## config.mk

```make
export PLATFORM = sky130hd
export DESIGN_NAME = battle_ctrl
export DESIGN_NICKNAME = d
export VERILOG_FILES = /design/src/rtl/battle_pkg.sv /design/src/rtl/switch_edge.sv /design/src/rtl/battle_ctrl.sv
export SDC_FILE = /design/constraint.sdc
export NUM_CORES = 1
export LEC_CHECK = 0
export BUFFER_PORTS_ARGS = -buffer_cell sky130_fd_sc_hd__buf_2
export CAP_MARGIN = 10
export CORE_MARGIN = 3
export CORE_UTILIZATION = 55
export CTS_BUF_LIST = sky130_fd_sc_hd__clkbuf_4 sky130_fd_sc_hd__clkbuf_8 sky130_fd_sc_hd__clkbuf_16
export CTS_CLUSTER_SIZE = 16
export DETAILED_ROUTE_END_ITERATION = 10
export PLACE_DENSITY = 0.84
export SYNTH_ARGS = -nofsm -noshare
export SYNTH_HDL_FRONTEND = slang
export SYNTH_SLANG_ARGS = --single-unit
```

## constraint.sdc

```tcl
create_clock -name clk -period 4.3 [get_ports clk]
set_input_delay 0.43 -clock clk [delete_from_list [all_inputs] [get_ports clk]]
set_output_delay 0.43 -clock clk [all_outputs]
set_load 0.01 [all_outputs]
```

## src/rtl/battle_pkg.sv

```systemverilog
// Shared state codes, parameter defaults and saturating HP helpers for the battle
// controller and the battle screen renderer.
package battle_pkg;

    typedef enum logic [2:0] {
        PLAYER_TURN = 3'd0,
        ANIM        = 3'd1,
        RESOLVE     = 3'd2,
        ENEMY_TURN  = 3'd3,
        VICTORY     = 3'd4,
        DEFEAT      = 3'd5
    } state_t;

    localparam int HP_MAX_D       = 100;
    localparam int ATK_DMG_D      = 20;
    localparam int HEAL_AMT_D     = 15;
    localparam int ENEMY_DMG_D    = 10;
    localparam int STEP_D         = 4;
    localparam int ANIM_FRAMES_D  = 16;
    localparam int ENEMY_DELAY_D  = 32;
    localparam int FLASH_FRAMES_D = 8;
    localparam int X_HOME_D       = 200;
    localparam int Y_HOME_D       = 400;

    function automatic logic [7:0] sat_sub(input logic [7:0] a, input logic [7:0] b);
        return (a > b) ? (a - b) : 8'd0;
    endfunction

    // Sum is formed one bit wider so a full-scale HP plus heal cannot wrap.
    function automatic logic [7:0] sat_add(input logic [7:0] a, input logic [7:0] b,
                                           input logic [7:0] ceil);
        logic [8:0] sum;
        sum = {1'b0, a} + {1'b0, b};
        return (sum > {1'b0, ceil}) ? ceil : sum[7:0];
    endfunction

endpackage

```

## src/rtl/switch_edge.sv

```systemverilog
// Two-flop synchroniser for one raw board switch followed by a rising-edge detector.
module switch_edge (
    input  logic clk,
    input  logic rst,
    input  logic raw,
    output logic rise
);

    logic sync1_r;
    logic sync2_r;
    logic prev_r;

    // Synchroniser chain plus the delayed copy used for edge detection.
    always_ff @(posedge clk or posedge rst) begin
        if (rst) begin
            sync1_r <= 1'b0;
            sync2_r <= 1'b0;
            prev_r  <= 1'b0;
        end else begin
            sync1_r <= raw;
            sync2_r <= sync1_r;
            prev_r  <= sync2_r;
        end
    end

    assign rise = sync2_r & ~prev_r;

endmodule

```

## src/rtl/battle_ctrl.sv

```systemverilog
// Turn-based battle controller: player actions, attack animation, damage resolution,
// enemy turn, victory/defeat and restart, with a frame-timed hit flash.
module battle_ctrl
    import battle_pkg::*;
#(
    parameter int HP_MAX       = HP_MAX_D,
    parameter int ATK_DMG      = ATK_DMG_D,
    parameter int HEAL_AMT     = HEAL_AMT_D,
    parameter int ENEMY_DMG    = ENEMY_DMG_D,
    parameter int STEP         = STEP_D,
    parameter int ANIM_FRAMES  = ANIM_FRAMES_D,
    parameter int ENEMY_DELAY  = ENEMY_DELAY_D,
    parameter int FLASH_FRAMES = FLASH_FRAMES_D,
    parameter int X_HOME       = X_HOME_D,
    parameter int Y_HOME       = Y_HOME_D
) (
    input  logic       clk,
    input  logic       rst,
    input  logic       frame_tick,
    input  logic [6:0] switch,
    output logic [9:0] sprite_x,
    output logic [9:0] sprite_y,
    output logic [7:0] player_hp,
    output logic [7:0] enemy_hp,
    output logic [2:0] state,
    output logic       hit_flash,
    output logic       busy
);

    localparam logic [7:0] HP_MAX_V     = 8'(HP_MAX);
    localparam logic [7:0] ATK_V        = 8'(ATK_DMG);
    localparam logic [7:0] HEAL_V       = 8'(HEAL_AMT);
    localparam logic [7:0] EDMG_V       = 8'(ENEMY_DMG);
    localparam logic [9:0] STEP_V       = 10'(STEP);
    localparam logic [7:0] ANIM_HALF_V  = 8'(ANIM_FRAMES / 2);
    localparam logic [7:0] ANIM_LAST_V  = 8'(ANIM_FRAMES);
    localparam logic [7:0] ENEMY_LAST_V = 8'(ENEMY_DELAY - 1);
    localparam logic [7:0] FLASH_V      = 8'(FLASH_FRAMES);
    localparam logic [9:0] X_HOME_V     = 10'(X_HOME);
    localparam logic [9:0] Y_HOME_V     = 10'(Y_HOME);

    state_t     st_r;
    logic [7:0] frame_cnt_r;
    logic [7:0] flash_cnt_r;
    logic [7:0] flash_next_s;
    logic [7:0] frame_inc_s;
    logic [7:0] enemy_hit_s;
    logic [7:0] player_hit_s;
    logic [7:0] player_heal_s;
    logic       atk_s;
    logic       heal_s;
    logic       restart_s;
    logic       enemy_last_s;
    logic       flash_load_s;
    logic       flash_clr_s;
    logic       unused_s;

    switch_edge u_atk     (.clk(clk), .rst(rst), .raw(switch[0]), .rise(atk_s));
    switch_edge u_heal    (.clk(clk), .rst(rst), .raw(switch[1]), .rise(heal_s));
    switch_edge u_restart (.clk(clk), .rst(rst), .raw(switch[6]), .rise(restart_s));

    assign unused_s      = ^switch[5:2];
    assign frame_inc_s   = frame_cnt_r + 8'd1;
    assign enemy_hit_s   = sat_sub(enemy_hp, ATK_V);
    assign player_hit_s  = sat_sub(player_hp, EDMG_V);
    assign player_heal_s = sat_add(player_hp, HEAL_V, HP_MAX_V);
    assign enemy_last_s  = (st_r == ENEMY_TURN) && frame_tick && (frame_cnt_r == ENEMY_LAST_V);
    assign flash_load_s  = (st_r == RESOLVE) || enemy_last_s;
    assign flash_clr_s   = restart_s && ((st_r == VICTORY) || (st_r == DEFEAT));
    assign state         = st_r;

    // Flash counter next value: restart clears, a fresh hit reloads, frames drain it.
    always_comb begin
        flash_next_s = flash_cnt_r;
        if (flash_clr_s) begin
            flash_next_s = 8'd0;
        end else if (flash_load_s) begin
            flash_next_s = FLASH_V;
        end else if (frame_tick && (flash_cnt_r != 8'd0)) begin
            flash_next_s = flash_cnt_r - 8'd1;
        end else begin
            flash_next_s = flash_cnt_r;
        end
    end

    // Flash counter and its registered output.
    always_ff @(posedge clk or posedge rst) begin
        if (rst) begin
            flash_cnt_r <= 8'd0;
            hit_flash   <= 1'b0;
        end else begin
            flash_cnt_r <= flash_next_s;
            hit_flash   <= (flash_next_s != 8'd0);
        end
    end

    // Battle FSM with registered HP, sprite position and busy flag.
    always_ff @(posedge clk or posedge rst) begin
        if (rst) begin
            st_r        <= PLAYER_TURN;
            player_hp   <= HP_MAX_V;
            enemy_hp    <= HP_MAX_V;
            sprite_x    <= X_HOME_V;
            sprite_y    <= Y_HOME_V;
            frame_cnt_r <= 8'd0;
            busy        <= 1'b0;
        end else begin
            sprite_y <= Y_HOME_V;
            case (st_r)
                PLAYER_TURN: begin
                    if (atk_s) begin
                        st_r        <= ANIM;
                        frame_cnt_r <= 8'd0;
                        busy        <= 1'b1;
                    end else if (heal_s) begin
                        player_hp   <= player_heal_s;
                        st_r        <= ENEMY_TURN;
                        frame_cnt_r <= 8'd0;
                        busy        <= 1'b1;
                    end else begin
                        busy <= 1'b0;
                    end
                end
                ANIM: begin
                    busy <= 1'b1;
                    if (frame_tick) begin
                        frame_cnt_r <= frame_inc_s;
                        if (frame_inc_s == ANIM_LAST_V) begin
                            sprite_x <= X_HOME_V;
                            st_r     <= RESOLVE;
                        end else if (frame_inc_s <= ANIM_HALF_V) begin
                            sprite_x <= sprite_x + STEP_V;
                        end else begin
                            sprite_x <= sprite_x - STEP_V;
                        end
                    end
                end
                RESOLVE: begin
                    enemy_hp    <= enemy_hit_s;
                    frame_cnt_r <= 8'd0;
                    if (enemy_hit_s == 8'd0) begin
                        st_r <= VICTORY;
                        busy <= 1'b0;
                    end else begin
                        st_r <= ENEMY_TURN;
                        busy <= 1'b1;
                    end
                end
                ENEMY_TURN: begin
                    if (enemy_last_s) begin
                        player_hp   <= player_hit_s;
                        frame_cnt_r <= 8'd0;
                        busy        <= 1'b0;
                        st_r        <= (player_hit_s == 8'd0) ? DEFEAT : PLAYER_TURN;
                    end else if (frame_tick) begin
                        frame_cnt_r <= frame_inc_s;
                    end else begin
                        busy <= 1'b1;
                    end
                end
                VICTORY, DEFEAT: begin
                    busy <= 1'b0;
                    if (restart_s) begin
                        player_hp   <= HP_MAX_V;
                        enemy_hp    <= HP_MAX_V;
                        sprite_x    <= X_HOME_V;
                        frame_cnt_r <= 8'd0;
                        st_r        <= PLAYER_TURN;
                    end
                end
                default: begin
                    st_r        <= PLAYER_TURN;
                    frame_cnt_r <= 8'd0;
                    busy        <= 1'b0;
                end
            endcase
        end
    end

endmodule

```

Word-level counts from Yosys, hierarchy flattened
Index checks and enable logic that the tools add are counted.

operators by class
  $add $sub $neg = 7
  $lt $le $gt $ge = 4
  equal/unequal tests = 15
  muxes and demuxes = 38
  bitwise logic cells = 6
  reduce and logical (&&, ||, !) cells = 20

operators by type and width
  cell                                                            number
  2-to-1 mux 8 bit                                                15
  2-to-1 mux 10 bit                                               4
  one-hot mux 8 bit (4 select lines)                              1
  2-to-1 mux 3 bit                                                8
  one-hot mux 8 bit (3 select lines)                              1
  one-hot mux 10 bit (2 select lines)                             1
  == test 8 x 5 -> 1 bit (second input constant)                  2
  logical NOT 8 bit                                               2
  one-hot mux 8 bit (2 select lines)                              1
  nonzero test 8 bit                                              2
  one-hot mux 3 bit (5 select lines)                              1
  inequality test 2 bit (second input constant)                   6
  adder 10 x 3 -> 10 bit (second input constant)                  1
  AND reduction 5 bit                                             2
  subtractor 10 x 3 -> 10 bit (second input constant)             1
  adder 8 x 4 -> 9 bit (second input constant)                    1
  greater-than comparator 9 x 7 -> 1 bit (second input constant)  1
  adder 8 x 1 -> 8 bit (second input constant)                    1
  greater-than comparator 8 x 4 -> 1 bit (second input constant)  1
  greater-than comparator 8 x 5 -> 1 bit (second input constant)  1
  <= comparator 8 x 4 -> 1 bit (second input constant)            1
  subtractor 8 x 1 -> 8 bit (second input constant)               1
  subtractor 8 x 4 -> 8 bit (second input constant)               1
  subtractor 8 x 5 -> 8 bit (second input constant)               1
  other kinds (16)                                                33

word-level totals
  register bits after elaboration = 56
  bits of input ports = 10
  output and inout port bits = 41
  word-level logic and storage cells = 107

Logic depth before layout (Yosys ltp)
Gate-level depths: netlist of the first run.

  word-level depth = 7
  depth in mapped cells = 13
  mapped depth without buffers = 12

Modules after synthesis
From an unflattened synthesis of the first run, not the netlist that was laid out.

unflattened totals
  cell total of the unflattened synthesis = 416
  area, all modules = 3651.0 sq um

modules (own cells, without submodules)
  module       instances  cells an instance  area an instance (sq um)  sequential area each (sq um)
  battle_ctrl  1          401                3373.2                    1137.3
  switch_edge  3          5                  92.6                      75.1

Least setup slack after synthesis of the first run
Ideal clock, no wire load.

  path kind = register to register
  start point = reg frame_cnt_r[0]
  end point = reg sprite_x[8]
  setup time = 0.122 ns
  arrival = 3.068 ns
  path slack = 1.111 ns
  stages on the path, launching flop included = 13
  period minus slack after synthesis = 3.189 ns
  path through = dfrtp_1 -> ha_1 -> buf_4 -> and3_1 -> o2111a_1 -> o22ai_1 -> ha_1 -> nor2b_1 -> o21ai_0 -> a21oi_1 -> o21a_1 -> or3_1 -> a32o_1

between the ends
  cells in the longest elaborated chain, start to end = 6
  elaborated cells between the ends (all ways) = 7

ends and longest elaborated chain
  element                                  line                RTL
  start: declaration                       battle_ctrl.sv:43   logic [7:0] frame_cnt_r;
  start signal: assignment                 battle_ctrl.sv:127  frame_cnt_r <= frame_inc_s;
  start signal: assignment                 battle_ctrl.sv:156  frame_cnt_r <= frame_inc_s;
  adder 8 x 1 -> 8 bit (*)                 battle_ctrl.sv:63   assign frame_inc_s = frame_cnt_r + 8'd1;
  <= comparator 8 x 4 -> 1 bit             battle_ctrl.sv:131  end else if (frame_inc_s <= ANIM_HALF_V) begin
  2-to-1 mux 10 bit                        battle_ctrl.sv:131
  2-to-1 mux 10 bit (*)                    battle_ctrl.sv:128  if (frame_inc_s == ANIM_LAST_V) begin
  2-to-1 mux 10 bit (*)                    battle_ctrl.sv:126  if (frame_tick) begin
  one-hot mux 10 bit (2 select lines) (*)  battle_ctrl.sv:109  case (st_r)
  end signal: assignment                   battle_ctrl.sv:132  sprite_x <= sprite_x + STEP_V;
  end signal: assignment                   battle_ctrl.sv:134  sprite_x <= sprite_x - STEP_V;
  end: declaration                         battle_ctrl.sv:21   output logic [9:0] sprite_x,

Every way passes the cells marked *; elsewhere a longest branch is shown, timed or not. The select of a mux whose other input is x is not followed.
A chain may end at the register's enable or synchronous reset.

Worst setup path in the final report of the first run
  start point = reg frame_cnt_r[0]
  end point = reg sprite_x[9]

Same word-level chain as after synthesis.

==> results of run 1 <==
[layout by cell type (no fill, tap or decap), types with 3 or more instances in the layout]
cell,instances
a21boi_0,3
a21oi_1,28
a31oi_1,8
and2_1,3
and3_1,7
buf_2,34
clkbuf_8,5
conb_1,12
dfrtp_1,45
dfstp_2,9
ha_1,16
inv_1,23
mux2i_1,4
nand2_1,25
nand2b_1,8
nand3_1,13
nand3b_1,3
nand4_1,3
nor2_1,40
nor2b_1,8
nor3_1,16
nor4_1,3
o211ai_1,3
o21ai_0,25
o31ai_1,5
xnor2_1,8
xor2_1,10
[metal layers]
layer / vias up / routed length, um / GRT usage
met1: 1536 / 3560 / 0.294
met4: 0 / 118 / 0.0659
li1: 1536 / - / -
met2: 86 / 3910 / 0.366
met5: - / 0 / 0
met3: 11 / 379 / 0.0357
[cells by family after synthesis]
family	share of synthesized area
and+or+nand+nor	0.225
AOI/OAI and AO/OA	0.215
DFF	0.367
buffers and inverters	0.0727
xor gates and xnor gates	0.0424
adders and majority gates	0.0593
muxes	0.0168
other	0.00202
[per-stage QoR]
| stage | hold slack, ns | util | total power (uW) | cells |
|---|---|---|---|---|
| after floorplan | 0.331 | - | 2080 | 428 |
| after global placement | 0.335 | 0.596 | 2360 | 512 |
| after detailed placement | 0.335 | 0.596 | 2430 | 512 |
| after CTS | 0.203 | 0.614 | 2800 | 520 |
| after global routing | 0.189 | 0.614 | 3050 | 520 |
| final | 0.214 | 0.614 | 2790 | 520 |
[synthesized netlist by cell type (all sizes together), types with 3 or more instances]
library cell / instances
a21boi: 4
a21oi: 29
a31oi: 8
and2: 3
and3: 7
buf: 22
clkbuf: 6
dfrtp: 45
dfstp: 9
ha: 16
inv: 24
mux2i: 4
nand2: 26
nand2b: 8
nand3: 13
nand3b: 3
nand4: 3
nor2: 41
nor2b: 8
nor3: 19
nor4: 3
o211ai: 4
o21ai: 28
o31ai: 5
or3: 3
or4b: 3
xnor2: 8
xor2: 10
[final cells by class]
| class | instances | area (um2) | area share |
|---|---|---|---|
| Sequential cell | 54 | 1360 | 0.344 |
| Tap cell | 77 | 96.3 | 0.0243 |
| Clock inverter | 3 | 48.8 | 0.0123 |
| Inverter | 24 | 90.1 | 0.0227 |
| Clock buffer | 5 | 68.8 | 0.0174 |
| Multi-Input combinational cell | 322 | 2120 | 0.535 |
| Timing Repair Buffer | 35 | 178 | 0.0448 |
[worst min path at each step]
stage | slack [ns] | endpoint | cells past startpoint
3_3_place_gp | 0.34 | u_restart.sync2_r | 0
5_1_grt | 0.19 | u_heal.sync1_r | 1
2_1_floorplan | 0.33 | u_atk.sync2_r | 0
6_report | 0.21 | u_heal.sync1_r | 1
3_5_place_dp | 0.33 | u_heal.sync2_r | 0
4_1_cts | 0.20 | u_heal.sync1_r | 1
[worst max-delay path, cell delays in order (launching register included)]
cell      delay [ns]
dfrtp_1         0.44
ha_1            0.33
and3_1          0.18
o2111a_1        0.28
o22ai_1         0.62
ha_1            0.36
a21oi_1         0.21
o221ai_1        0.19
o41ai_1         0.48
xnor2_1         0.16
nand2b_1        0.18
a31oi_1         0.16
[power breakdown]
group	switching [uW]	internal [uW]	leakage [uW]	total (uW)
combinational	866	626	0.00103	1490
clock	182	178	0.0000563	359
sequential	251	691	0.000667	942
total	1300	1500	0.00175	2790
[registers in the layout, indices dropped and copies added (netlist names), 3 cells and up]
signal and flops:
flash_cnt_r 8, enemy_hp 8, player_hp 8, sprite_x 8, frame_cnt_r 8, state 3
==> flow_summary.ini, run 1 <==
[worst_setup_path]
rr_worst_depth = 11
crit_type = reg -> reg
cp-end-kind = register
r2r_start = frame_cnt_r[0]
r2r_setup_slack_ns = 0.62
r2r-end = sprite_x[9]
critPathLaunch = frame_cnt_r[0]
crit_path_end = sprite_x[9]
crit_arrival_ns = 3.92
worstPathRequired_ns = 4.54
critPathMaxFanout = 10
start_kind = register

[sta]
tightest_slew_ns = 0.755
timing.fmax_ghz = 0.272
fin_ws_ns = 0.623
post-route-min-period_ns = 3.68
slew_viol_final = 0
hold_viol_final = 0
setup_tns_ns = 0
relSlewSlack = 0.496
rsz0062_at_grt = no
skew_ns = 0.0128
fin_crit_sh = 0.855
setup_viol_count_final = 0

[floorplan]
start_util = 0.575
die_area_um2 = 7780
fp.dieH_um = 88.2
boundaryPins = 51
die_w_um = 88.2
design.core.area_um2 = 6460
fp-row-count = 29

[cells_and_area]
layout-drive-gt1-share = 0.165
diodes = 0
fin_nets = 469
area_growth_pct = 6.70
final_area_um2 = 3970
fillerInstances = 543

[clocking]
cts_made_buffers = 5
clkLatencyLatePin_ns = 0.32
cts_resized = 0
cts_sinks = 54
clockBufferDepth = 2
cts_root_buf = clkbuf_8
clkTransAtPathRegs_ns = 0.11
htree_num_levels = 2
cts_tree = yes
post-cts-setup-buffer-count = 0
hold_buffers = 0

[synthesis]
synthTopCellsByArea = dfrtp_1 30%, dfstp_2 6.4%, ha_1 5.4%
netlist_area_um2 = 3720
synth-main-ff-cell = dfrtp_1
synthCells = 418
synth_async_sr_flop_share = 1.00
synth_edf_count = 0
yosysSeqAreaShare = 0.367
synth_top_area_share = 0.303
synth_area_leader_cell = dfrtp_1
ys_ff_latch = 54
yosysUniqueCellTypes = 81
synth.avg_cell_area_um2 = 8.89
ys_warn_count = 0

[placed_design]
portBuffers = 34
hpwl_um = 5810
routabilityCongestion = 0.922
placed_cell_area_um2 = 3850
pre_cts_slack_ns = 0.742

[global_route]
grt_pass1_wl_um = 13700
grt_antenna_before_repair = 0
grt_pass1_vias = 2954
overflow = 0
grt_max_degree = 55
track_usage = 0.219

[detailed_routing]
vias_per_cell = 6.09
drt-pass1-iter-count = 5
vias = 3169
routed_wirelength_um = 7970
drt_iter0_markers = 144
ant_nets = 0
drcViolationCount = 0
wl_per_cell_um = 15.3

[pwr]
ir_drop_uv = 356
power_density_nw_per_um2 = 705
p_leak_uw = 0.00175

[run]
cap_violations = 0

[worst_hold_path]
worstHoldPathType = in -> reg
hp-start = switch[1]

[status]
status = finished clean
(Power assumes the default switching activity.)
==> run 2: changes to the inputs <==
- CORE_ASPECT_RATIO: default -> 1.4
- CORE_UTILIZATION: 55 -> 53
- CTS_CLUSTER_DIAMETER: default -> 30
- clock period: 4.3 -> 3.03 ns (I/O delays scaled with it)
==> flow_summary.ini, run 2 (synthesized netlist as in run 1, its figures left out) <==
[clocking]
htree_num_levels = 2
cts_sinks = 54
cts_tree = yes
hold_buffers = 0
cts_root_buf = clkbuf_8
clkLatencyLatePin_ns = 0.31
cts_made_buffers = 5
clockBufferDepth = 2
clkTransAtPathRegs_ns = 0.09

[sta]
slew_viol_final = 0
hold_viol_final = 19
setup_tns_ns = 0
post-route-min-period_ns = 2.92
relSlewSlack = 0.573
tightest_slew_ns = 0.638
fin_ws_ns = 0.107
setup_viol_count_final = 0
skew_ns = 0.00680
whs_ns = -0.00796
timing.fmax_ghz = 0.342
fin_crit_sh = 0.965

[floorplan]
fp-row-count = 35
boundaryPins = 51
fp.dieH_um = 105
design.core.area_um2 = 6700
die_area_um2 = 8070
start_util = 0.555
die_w_um = 76.8

[worst_setup_path]
cp-end-kind = register
cpPeakStageDelay_ns = 0.46
cp_num_buf_inv = 0
worstPathRequired_ns = 3.27
r2r_start = frame_cnt_r[0]
rr_worst_depth = 11
cpLargestDelayFamily = compound AO/OA/AOI/OAI gates
crit_type = reg -> reg
critPathMaxFanout = 7
crit_slowest_cell = dfrtp_2
start_kind = register
crit_arrival_ns = 3.16
critical_path.cell_chain = ha_4 > and3_1 > o2111a_2 > o22ai_4 > ha_1 > a21oi_2 > o221ai_2 > o41ai_2 > xnor2_1 > nand2b_1 > a31oi_1
r2r_setup_slack_ns = 0.11
r2r-end = sprite_x[9]

[pwr]
p_comb_frac = 0.552
switchingPower_uw = 1890
p_sw_frac = 0.470
power_density_nw_per_um2 = 973
p_clk_frac = 0.110
ir_drop_uv = 472
p_leak_uw = 0.00181
internal_power_uw = 2130
seqPwrFrac = 0.338

[global_route]
track_usage = 0.209
grt_pass1_vias = 3058
grt_antenna_before_repair = 0
busiest_layer = met2
grt_pass1_wl_um = 14000
grt_util_met3 = 0.0259
use_met1 = 0.251
overflow = 0
grt_max_degree = 34
use_met2 = 0.374

[placed_design]
hpwl_um = 6050
placed_cell_area_um2 = 3930
pre_cts_slack_ns = -0.0148
routabilityCongestion = 0.928
portBuffers = 34

[cells_and_area]
final_core_util = 0.617
diodes = 0
layout-drive-gt1-share = 0.216
area_growth_pct = 11.2
fin_nets = 479
layout_common_cells = 43 x dfrtp_1, 40 x nor2_1, 34 x buf_2, 27 x a21oi_1, 25 x nand2_1
final_area_um2 = 4130
layout_commonest_cell = dfrtp_1

[worst_hold_path]
worstHoldPathType = in -> async

[detailed_routing]
routed_wirelength_um = 8590
drcViolationCount = 0
vias = 3275
ant_nets = 0
drt-pass1-iter-count = 5
vias_per_cell = 6.01
drt_iter0_markers = 242
wl_per_cell_um = 15.8

[status]
status = finished, violations left
violations = negative hold slack

[run]
cap_violations = 0
## run 2: worst reg2reg max path, stage by stage, from the launching register on
cell and delay [ns]:
dfrtp_2 0.46, ha_4 0.20, and3_1 0.14, o2111a_2 0.30
o22ai_4 0.22, ha_1 0.30, a21oi_2 0.22, o221ai_2 0.16
o41ai_2 0.36, xnor2_1 0.16, nand2b_1 0.17, a31oi_1 0.17
## run 2: worst max-delay path by stage
stage,startpoint,end,slack [ns],cells after the start
floorplan,frame_cnt_r[0],sprite_x[8],0.05,12
global route,frame_cnt_r[0],sprite_x[9],-0.02,11
finish,frame_cnt_r[0],sprite_x[9],0.11,11
global placement,frame_cnt_r[0],sprite_x[8],0.11,11
detailed placement,frame_cnt_r[0],sprite_x[9],-0.01,12
CTS,frame_cnt_r[0],sprite_x[9],0.04,12
## run 2: timing repair
item                       CTS  global route
pin swaps                    0             3
setup buffers                0             4
setup endpoints to repair    2             2
resized for setup            2            15
gates cloned                 0             0
## run 2: cell type report
cell class              instances  area (um2)
fillers                       569        2570
multi-input cells             322        2200
flip-flops and latches         54        1370
repair buffers                 45         256
well taps                      92         115
clock buffers                   7        96.3
inverters                      24        90.1
clock inverters                 1        8.76
## run 2: per-layer routing
| layer | part of all wire | wire (um) |
|---|---|---|
| met1 | 0.40 | 3420 |
| met2 | 0.52 | 4430 |
| met3 | 0.059 | 505 |
| met4 | 0.028 | 243 |
| met5 | 0 | 0 |
## run 2: stage by stage
stage          cells  power [uW]
2_1_floorplan    428        2960
3_3_place_gp     533        3410
3_5_place_dp     533        3480
4_1_cts          541        3930
5_1_grt          545        4350
6_report         545        4020
## run 2: power groups by stage
stage,registers [uW],clock network (uW),logic (uW)
floorplan,1260,0,1700
global placement,1330,0,2080
detailed placement,1340,0,2130
CTS,1330,452,2150
global route,1400,482,2470
finish,1360,441,2220
==> run 3: changes to the inputs <==
- GPL_TIMING_DRIVEN: default -> 0
==> flow_summary.ini, run 3 (synthesized netlist as in run 1, its figures left out) <==
[clocking]
clockBufferDepth = 2
cts_root_buf = clkbuf_8
cts_made_buffers = 5
clkTransAtPathRegs_ns = 0.10
htree_num_levels = 2
clkLatencyLatePin_ns = 0.32
cts_tree = yes
cts_sinks = 54

[global_route]
grt_max_degree = 41
overflow = 0
track_usage = 0.227
grt_antenna_before_repair = 0
grt_pass1_wl_um = 15300
grt_pass1_vias = 3330

[detailed_routing]
route.met2.wl_um = 4950
highest_layer = met4
drcViolationCount = 0
ant_nets = 0
wl_met3_um = 471
wl_per_cell_um = 16.0
drt-met1-wl_um = 3580
vias = 3422
drt_iter0_markers = 239
vias_per_cell = 5.93
routed_wirelength_um = 9230
drt-pass1-iter-count = 5

[cells_and_area]
multi_input_area_um2 = 2290
regArea_um2 = 1360
fillerInstances = 560
diodes = 0
layout_common_cells = 45 x dfrtp_1, 40 x nor2_1, 39 x buf_2, 25 x nand2_1, 25 x a21oi_1
layout_commonest_cell = dfrtp_1
fin_cells = 577
final_area_um2 = 4490
layout-drive-gt1-share = 0.274
fin_nets = 511
area_growth_pct = 20.7

[placed_design]
routabilityCongestion = 0.930
hpwl_um = 6430
portBuffers = 33
placed_cell_area_um2 = 4070
dp.cells = 554

[sta]
whs_ns = 0.0824
hold_viol_final = 0
setup_tns_ns = 0
fin_crit_sh = 0.976
tightest_slew_ns = 0.580
timing.fmax_ghz = 0.338
post-route-min-period_ns = 2.96
skew_ns = 0.00647
setup_viol_count_final = 0
slew_viol_final = 0
relSlewSlack = 0.612

[worst_setup_path]
crit_arrival_ns = 3.17
rr_worst_depth = 13
r2r_start = frame_cnt_r[1]
worstPathRequired_ns = 3.24
r2r-end = sprite_x[8]
cp-end-kind = register
r2r_setup_slack_ns = 0.07
crit_path_end = sprite_x[8]
crit_type = reg -> reg
start_kind = register
critPathLaunch = frame_cnt_r[1]
critPathMaxFanout = 8

[pwr]
power_density_nw_per_um2 = 958
ir_drop_uv = 587
p_total_uw = 4300
p_leak_uw = 0.00197

[floorplan]
boundaryPins = 51
die_w_um = 76.8
die_area_um2 = 8070
design.core.area_um2 = 6700
fp-row-count = 35
start_util = 0.555
fp.dieH_um = 105

[worst_hold_path]
worstHoldPathType = in -> reg
hp-start = switch[0]

[run]
cap_violations = 0

[status]
status = finished clean
==> run 3: cell type report <==
type	instances	share of cell area
buffer	28	0.0410
clock inverter	1	0.00669
timing repair buffer	49	0.0714
tap	92	0.0257
sequential	54	0.304
multi-input combinational	322	0.511
clock buffer	7	0.0201
inverter	24	0.0201
==> run 3: worst min path at each step <==
| stage | to | cells past startpoint |
|---|---|---|
| after floorplan | u_atk.sync2_r | 0 |
| after global placement | u_restart.sync2_r | 0 |
| after detailed placement | sprite_x[2] | 2 |
| after CTS | u_atk.sync1_r | 1 |
| after global routing | u_restart.sync1_r | 1 |
| final | u_atk.sync1_r | 1 |
==> run 3: worst max-delay path, stage by stage (launching register included) <==
cell and delay, ns:
dfrtp_1 0.42, ha_2 0.19, buf_6 0.13, and3_4 0.14, o2111a_2 0.28, o22ai_4 0.23, buf_12 0.15, ha_4 0.21
nor2b_4 0.13, o21ai_2 0.14, a21oi_2 0.07, o21a_1 0.18, or3_1 0.31, a32o_1 0.26
==> run 3: per-layer routing <==
layer	vias to the layer above	global-route usage
met1	1658	0.266
li1	1617	-
met3	23	0.0276
met2	124	0.418
met4	0	0.0829
met5	-	0
==> run 3: what timing repair did <==
action,CTS,global route
hold buffers,1,0
hold endpoints to repair,11,0
gates resized for setup,12,21
endpoints found under the setup margin,2,3
setup buffers,6,8
cloned,0,0
pin swaps,6,6
==> run 3: report_power, final <==
part / switching [uW] / internal, uW
Combinational: 1470 / 1060
Clock: 243 / 279
Sequential: 271 / 978
==> run 3: per-stage QoR <==
stage,util,setup slack (ns)
2_1_floorplan,-,0.0493
3_3_place_gp,0.604,-0.142
3_5_place_dp,0.607,-0.323
4_1_cts,0.642,-0.0249
5_1_grt,0.670,-0.0993
6_report,0.670,0.0724
